===== config.mk =====
export PLATFORM = sky130hd
export DESIGN_NAME = uart_tx
export DESIGN_NICKNAME = d
export VERILOG_FILES = /design/src/rtl/uart_tx.sv
export SDC_FILE = /design/constraint.sdc
export NUM_CORES = 1
export LEC_CHECK = 0
export BUFFER_PORTS_ARGS = -buffer_cell sky130_fd_sc_hd__clkbuf_2
export CELL_PAD_IN_SITES_DETAIL_PLACEMENT = 1
export CELL_PAD_IN_SITES_GLOBAL_PLACEMENT = 2
export CORE_MARGIN = 8
export CORE_UTILIZATION = 38
export DETAILED_ROUTE_END_ITERATION = 8
export PLACE_DENSITY = 0.87
export SLEW_MARGIN = 10
export SYNTH_ARGS = -nofsm -noshare
export SYNTH_HDL_FRONTEND = slang
export SYNTH_SLANG_ARGS = --single-unit

===== constraint.sdc =====
create_clock -name clk -period 1.9 [get_ports clk]
set_input_delay 0.38 -clock clk [delete_from_list [all_inputs] [get_ports clk]]
set_output_delay 0.38 -clock clk [all_outputs]
set_load 0.1 [all_outputs]

===== src/rtl/uart_tx.sv =====
// Serial UART transmitter: 7-bit words framed as high start bit, LSB-first data,
// optional parity and GAP_BITS low bits, with a one-word holding buffer for back-to-back frames.
module uart_tx #(
    parameter int CLKS_PER_BIT = 1,
    parameter int GAP_BITS     = 1,
    parameter bit PARITY_EN    = 1'b0,
    parameter bit PARITY_ODD   = 1'b0
) (
    input  logic       clk,
    input  logic       rst_n,
    input  logic [6:0] data_in,
    input  logic       data_valid,
    output logic       ready,
    output logic       data_out,
    output logic       busy
);
    localparam int BAUD_W = $clog2(CLKS_PER_BIT) + 1;
    localparam int GAP_W  = $clog2(GAP_BITS) + 1;
    localparam logic [BAUD_W-1:0] BAUD_LAST = BAUD_W'(CLKS_PER_BIT - 1);
    localparam logic [GAP_W-1:0]  GAP_LAST  = GAP_W'(GAP_BITS - 1);

    typedef enum logic [2:0] {IDLE, START, DATA, PARITY, GAP} state_t;

    state_t            state_reg;
    logic [6:0]        hold_reg;
    logic [6:0]        shift_reg;
    logic              hold_full_reg;
    logic              parity_reg;
    logic              data_out_reg;
    logic              busy_reg;
    logic [BAUD_W-1:0] baud_cnt_reg;
    logic [2:0]        bit_idx_reg;
    logic [GAP_W-1:0]  gap_cnt_reg;

    logic bit_end;
    logic gap_end;
    logic accept;
    logic load;

    assign bit_end = (baud_cnt_reg == BAUD_LAST);
    assign gap_end = (state_reg == GAP) && bit_end && (gap_cnt_reg == GAP_LAST);
    assign accept  = data_valid && !hold_full_reg;
    // A held word starts either from idle or straight out of the final gap cycle.
    assign load    = hold_full_reg && ((state_reg == IDLE) || gap_end);

    assign ready    = ~hold_full_reg;
    assign data_out = data_out_reg;
    assign busy     = busy_reg;

    // Payload registers carry no reset: their contents are only used after a load.
    always_ff @(posedge clk) begin
        if (accept) begin
            hold_reg <= data_in;
        end
        if (load) begin
            shift_reg  <= hold_reg;
            parity_reg <= (^hold_reg) ^ PARITY_ODD;
        end else if ((state_reg == DATA) && bit_end) begin
            shift_reg <= shift_reg >> 1;
        end
    end

    always_ff @(posedge clk or negedge rst_n) begin
        if (!rst_n) begin
            state_reg     <= IDLE;
            hold_full_reg <= 1'b0;
            data_out_reg  <= 1'b0;
            busy_reg      <= 1'b0;
            baud_cnt_reg  <= '0;
            bit_idx_reg   <= '0;
            gap_cnt_reg   <= '0;
        end else begin
            if (load) begin
                hold_full_reg <= 1'b0;
            end else if (accept) begin
                hold_full_reg <= 1'b1;
            end

            if ((state_reg == IDLE) || bit_end) begin
                baud_cnt_reg <= '0;
            end else begin
                baud_cnt_reg <= baud_cnt_reg + 1'b1;
            end

            // data_out/busy are registered, so each transition drives the next bit's level.
            case (state_reg)
                IDLE: begin
                    data_out_reg <= 1'b0;
                    busy_reg     <= 1'b0;
                    if (load) begin
                        state_reg    <= START;
                        data_out_reg <= 1'b1;
                        busy_reg     <= 1'b1;
                    end
                end
                START: begin
                    if (bit_end) begin
                        state_reg    <= DATA;
                        bit_idx_reg  <= '0;
                        data_out_reg <= shift_reg[0];
                    end
                end
                DATA: begin
                    if (bit_end) begin
                        if (bit_idx_reg == 3'd6) begin
                            gap_cnt_reg <= '0;
                            if (PARITY_EN) begin
                                state_reg    <= PARITY;
                                data_out_reg <= parity_reg;
                            end else begin
                                state_reg    <= GAP;
                                data_out_reg <= 1'b0;
                            end
                        end else begin
                            bit_idx_reg  <= bit_idx_reg + 3'd1;
                            data_out_reg <= shift_reg[1];
                        end
                    end
                end
                PARITY: begin
                    if (bit_end) begin
                        state_reg    <= GAP;
                        gap_cnt_reg  <= '0;
                        data_out_reg <= 1'b0;
                    end
                end
                GAP: begin
                    if (bit_end) begin
                        if (gap_cnt_reg == GAP_LAST) begin
                            gap_cnt_reg <= '0;
                            if (load) begin
                                state_reg    <= START;
                                data_out_reg <= 1'b1;
                            end else begin
                                state_reg    <= IDLE;
                                data_out_reg <= 1'b0;
                                busy_reg     <= 1'b0;
                            end
                        end else begin
                            gap_cnt_reg <= gap_cnt_reg + 1'b1;
                        end
                    end
                end
                default: begin
                    state_reg    <= IDLE;
                    data_out_reg <= 1'b0;
                    busy_reg     <= 1'b0;
                end
            endcase
        end
    end
endmodule


==> impl_metrics.py, run 1 <==
metrics = {
    "grt": {
        "grt_pass1_vias": 765,
        "antenna_found_initial": 0,
        "grt_use_total": 0.09375,
        "grt_overflow_total": 0,
        "grt_max_degree": 15,
        "grt_pass1_wl_microns": 3719,
    },
    "routing": {
        "dr.pass1.iters": 4,
        "totalWireLength_microns": 2156,
        "drt_iter0_drc": 86,
        "drtAntennaViolNets": 0,
        "vias_per_cell": 5.386,
        "drcViolationCount": 0,
        "vias": 711,
        "wl_per_cell_microns": 16.33,
    },
    "cts": {
        "clock_sinks": 24,
        "cts_tree": "done",
        "htreeDepth": 1,
        "clk_pin_slew_worst_paths_ns": 0.13,
        "numCtsBuffers": 3,
        "clock_latency_ns": 0.32,
        "root_buffer": "clkbuf_4",
        "cts_buffer_depth": 2,
        "post_cts_resized": 0,
    },
    "sta": {
        "max_slew.worst_pin.slew_ns": 0.5445,
        "drv_slew": 0,
        "fin_crit_sh": 0.9522,
        "finClkSkew_ns": 0.001776,
        "rsz0062_at_grt": "false",
        "max_freq_mhz": 552.7,
        "maxSlewHeadroom": 0.6386,
        "hold_viol_final": 0,
        "fin_crit_ns": 1.809,
        "setup_violations": 0,
        "setup_tns_ns": 0,
    },
    "logic_synthesis": {
        "synth_top_area_share": 0.3750,
        "synth_edf_count": 14,
        "synthCells": 86,
        "synthMostInstantiatedCell": "edfxtp_1",
        "synthFlopType": "edfxtp_1",
        "synth.ff_latch_count": 24,
        "yosysWarningCount": 0,
        "ys_seq_area_frac": 0.5982,
        "syn_area_per_cell_sq_um": 13.04,
        "synth_commonest_cells": "edfxtp_1 (14), dfrtp_1 (10), inv_1 (7)",
        "ys_async_sr_fraction": 0.4167,
        "synth_fp_nets": 98,
        "synth_area_leaders": "edfxtp_1 (38%), dfrtp_1 (22%), mux2_2 (6.0%), mux2i_1 (2.7%), o31ai_1 (2.7%)",
        "yosysTopAreaCell": "edfxtp_1",
        "netlist_area_sq_um": 1121,
        "ys_types": 32,
    },
    "critical_path": {
        "r2r_cells": 6,
        "worstSetupEndpointType": "output port",
        "ff2ff_setup_slack_ns": 0.23,
        "required_ns": 1.52,
        "critPathMaxFanout": 8,
        "worstSetupPathType": "reg -> out",
        "start_kind": "register",
        "arrival_ns": 1.43,
    },
    "flow_run": {
        "cap_violations": 0,
    },
    "pwr": {
        "power_uw": 2332,
        "power_density_nw_per_um2": 1838,
        "internal_power_uw": 1388,
        "p_comb_frac": 0.413,
        "p_sw_uw": 943.8,
        "clkPwrFrac": 0.159,
        "vdd_drop_max_mv": 0.8526,
        "p_sw_frac": 0.4048,
        "pwr-share-seq": 0.429,
        "power.leakage_uw": 0.0005198,
    },
    "layout": {
        "diodes": 0,
        "drive_gt1_frac": 0.2970,
        "nNetsFinal": 114,
        "syn_to_final_growth_pct": 13.17,
    },
    "place": {
        "portBuffers": 12,
        "gp_congestion": 0.7789,
        "dp_hpwl_microns": 1631,
    },
    "floorplanning": {
        "placementRows": 19,
        "die_h_microns": 70.32,
        "die_w_microns": 70.32,
        "coreArea_sq_um": 2781,
        "start_util": 0.4031,
        "dieArea_sq_um": 4944,
        "ios": 13,
    },
    "run_status": {
        "status": "complete, no violations",
    },
    "hold_path": {
        "hp-class": "in -> reg",
        "hold_depth": 1,
    },
}
==> per-layer routing <==
| metal | share of wire | global-route usage |
|---|---|---|
| met3 | 0.032 | 0.02119 |
| met1 | 0.46 | 0.1157 |
| met2 | 0.49 | 0.1469 |
| met4 | 0.018 | 0.05134 |
| met5 | 0 | 0 |
==> final cells by class <==
cell class	instances	area (sq um)
Clock buffer	3	22.52
Inverter	7	26.28
Clock inverter	1	30.03
Fill cell	292	1513
Timing Repair Buffer	16	92.59
Sequential cell	24	670.6
Multi-Input combinational cell	50	387.9
Tap cell	31	38.79
==> cell usage in the layout, fill, tap and decap left out, types with 2 or more instances in the layout <==
cell,count
o21ai_0,2
nor2_1,4
o22ai_1,4
o31ai_1,4
mux2i_1,3
clkbuf_2,12
inv_1,7
nand3_1,2
edfxtp_1,14
nand2_1,4
a21oi_1,3
dfrtp_1,10
ha_1,2
clkbuf_4,3
mux2_2,6
buf_4,3
==> path summary, 6_finish.rpt <==
kind,from,end
worst max register to register,bit_idx_reg[0]$_DFFE_PN0P_,bit_idx_reg[2]$_DFFE_PN0P_
max in group asynchronous,rst_n,state_reg[0]$_DFFE_PN0P_
worst min register to register,bit_idx_reg[0]$_DFFE_PN0P_,bit_idx_reg[0]$_DFFE_PN0P_
min in group asynchronous,rst_n,state_reg[2]$_DFFE_PN0P_
worst max-delay path,hold_full_reg$_DFFE_PN0P_,ready
worst min-delay path,data_in[4],hold_reg[4]$_DFFE_PP_
==> timing repair <==
action | 4_1_cts | 5_1_grt
endpoints found under the hold margin | 10 | 0
buffers inserted | 0 | 0
hold buffers | 1 | 0
==> critical path, cell delays in order, from the launching register on <==
cell and delay, ns:
dfrtp_1 0.51, inv_1 0.13, clkbuf_2 0.47
==> kinds of logic (layout without fill, tap and decap cells) <==
group                      Yosys count  after routing  share of synthesized area
buffers and inverters               12             27                    0.05580
and+or+nand+nor                     17             17                    0.08594
other                                1              1                   0.003345
xor gates and xnor gates             1              1                   0.007814
adders and majority gates            2              2                    0.02232
DFF                                 24             24                     0.5982
AOI/OAI and AO/OA                   19             19                     0.1194
muxes                               10             10                     0.1071
==> metrics by stage <==
stage | instance area (sq um) | instances | util | setup slack, ns | hold slack, ns
detailed placement | 1206 | 127 | 0.4336 | 0.2363 | 0.2641
finish | 1269 | 132 | 0.4561 | 0.09085 | 0.2258
global route | 1269 | 132 | 0.4561 | 0.007165 | 0.2088
floorplan | 1121 | 86 | - | 0.1406 | 0.08441
global placement | 1206 | 127 | 0.4336 | 0.2919 | 0.2617
CTS | 1269 | 132 | 0.4561 | 0.07948 | 0.2126
==> power by group through the flow <==
stage / Combinational (uW) / Sequential (uW) / Clock, uW
global placement: 941 / 993 / 0
detailed placement: 971 / 1010 / 0
CTS: 978 / 1000 / 382
global route: 1050 / 1040 / 395
floorplan: 760 / 1040 / 0
finish: 962 / 1000 / 370
(Power assumes the default switching activity.)
==> run 2: changes to the inputs <==
--- a/config.mk
+++ b/config.mk
@@ -12,6 +12,7 @@
 export CORE_UTILIZATION = 38
 export DETAILED_ROUTE_END_ITERATION = 8
 export PLACE_DENSITY = 0.87
+export REMOVE_ABC_BUFFERS = 1
 export SLEW_MARGIN = 10
 export SYNTH_ARGS = -nofsm -noshare
 export SYNTH_HDL_FRONTEND = slang
==> run 2 against run 1 <==
Effect of this change: highest routed layer unchanged; setup slack gained 0.021 ns; clock skew grew 0.0047 ns; fmax up 1.2%.
==> impl_metrics.py, run 2 (synthesized netlist as in run 1, its figures left out) <==
metrics = {
    "floorplanning": {
        "die_h_microns": 70.32,
        "dieArea_sq_um": 4944,
        "die_w_microns": 70.32,
        "coreArea_sq_um": 2781,
        "start_util": 0.4031,
        "ios": 13,
        "placementRows": 19,
    },
    "sta": {
        "setup_violations": 0,
        "setup_slack_ns": 0.1118,
        "finClkSkew_ns": 0.006488,
        "hold_viol_final": 0,
        "drv_slew": 0,
        "rsz0062_at_grt": "false",
        "max_slew.worst_pin.slew_ns": 0.5422,
        "max_freq_mhz": 559.2,
        "fin_crit_sh": 0.9411,
        "maxSlewHeadroom": 0.6401,
        "fin_crit_ns": 1.788,
        "setup_tns_ns": 0,
    },
    "layout": {
        "utilization": 0.4615,
        "fin_cells": 134,
        "final_cell_mix": "edfxtp_1 (14), clkbuf_2 (12), dfrtp_1 (10)",
        "diodes": 0,
        "drive_gt1_frac": 0.3107,
        "nNetsFinal": 116,
        "syn_to_final_growth_pct": 14.51,
        "layout_commonest_cell": "edfxtp_1",
    },
    "place": {
        "gp_congestion": 0.7567,
        "placed_cells": 129,
        "portBuffers": 12,
        "pre_cts_ws_ns": 0.2511,
        "dp_hpwl_microns": 1573,
    },
    "cts": {
        "cts_buffer_depth": 2,
        "clk_pin_slew_worst_paths_ns": 0.14,
        "numCtsBuffers": 3,
        "clock_sinks": 24,
        "clock_latency_ns": 0.31,
        "cts_tree": "done",
        "root_buffer": "clkbuf_4",
        "htreeDepth": 1,
        "post_cts_resized": 0,
    },
    "grt": {
        "grt_overflow_total": 0,
        "antenna_found_initial": 0,
        "grt_use_total": 0.09009,
        "grt_pass1_wl_microns": 3663,
        "grt_max_degree": 15,
        "grt_pass1_vias": 753,
    },
    "hold_path": {
        "hp-class": "in -> reg",
    },
    "pwr": {
        "internal_power_uw": 1413,
        "p_comb_frac": 0.436,
        "pwr-share-seq": 0.407,
        "p_sw_frac": 0.3985,
        "power.leakage_uw": 0.0005296,
        "power_density_nw_per_um2": 1830,
        "clkPwrFrac": 0.157,
        "vdd_drop_max_mv": 0.9129,
        "p_sw_uw": 936.3,
    },
    "routing": {
        "drcViolationCount": 0,
        "vias": 716,
        "totalWireLength_microns": 2071,
        "wl_per_cell_microns": 15.46,
        "drtAntennaViolNets": 0,
        "dr.pass1.iters": 4,
        "drt_iter0_drc": 22,
        "vias_per_cell": 5.343,
    },
    "critical_path": {
        "start_kind": "register",
        "critPathMaxFanout": 8,
        "arrival_ns": 1.41,
        "required_ns": 1.52,
        "worstSetupEndpointType": "output port",
        "worstSetupPathType": "reg -> out",
    },
    "run_status": {
        "status": "complete, no violations",
    },
    "flow_run": {
        "cap_violations": 0,
    },
}
[run 2: worst max-delay path: stages, from the launching register on]
cell	delay (ns)
dfrtp_1	0.50
inv_1	0.13
clkbuf_2	0.46
[run 2: layout make-up]
type,count,area [sq um]
timing repair buffer,18,107.6
tap,31,38.79
inverter,7,26.28
clock buffer,3,22.52
clock inverter,1,30.03
fill,306,1498
sequential,24,670.6
multi-input combinational,50,387.9
[run 2: metrics by stage]
step                hold WS [ns]  cell area [sq um]  total power (uW)
floorplan                0.08441               1085              1735
global placement          0.2592               1221              1952
detailed placement        0.2654               1221              2007
CTS                       0.2257               1284              2379
global route              0.2094               1284              2503
finish                    0.2353               1284              2349
[run 2: timing repair]
action                    4_1_cts  5_1_grt
hold buffers                    1        0
hold endpoints to repair       10        0
buffers inserted                0        0
[run 2: power groups by stage]
stage	sequential, uW	clock (uW)	combinational [uW]
after floorplan	1120	0	619
after global placement	961	0	990
after detailed placement	971	0	1040
after CTS	959	377	1040
after global routing	983	397	1120
final	956	369	1020
[run 2: path summary, 6_finish.rpt]
kind / startpoint / slack (ns) / cells past startpoint / to
max: hold_full_reg$_DFFE_PN0P_ / 0.11 / 2 / ready
min: data_in[5] / 0.24 / 1 / hold_reg[5]$_DFFE_PP_
max reg2reg: bit_idx_reg[0]$_DFFE_PN0P_ / 0.25 / 6 / bit_idx_reg[2]$_DFFE_PN0P_
min reg2reg: data_out$_DFFE_PN0P_ / 0.56 / 1 / data_out$_DFFE_PN0P_
max in group asynchronous: rst_n / 1.23 / 2 / bit_idx_reg[2]$_DFFE_PN0P_
min in group asynchronous: rst_n / 0.45 / 2 / bit_idx_reg[1]$_DFFE_PN0P_
[run 2: per-layer routing]
layer  part of all wire  GRT usage  vias up
met5                  0          0        -
met3              0.029    0.02119        2
met1               0.47     0.1210      356
met2               0.49     0.1358        9
met4             0.0068    0.03348        0
li1                   -          -      349
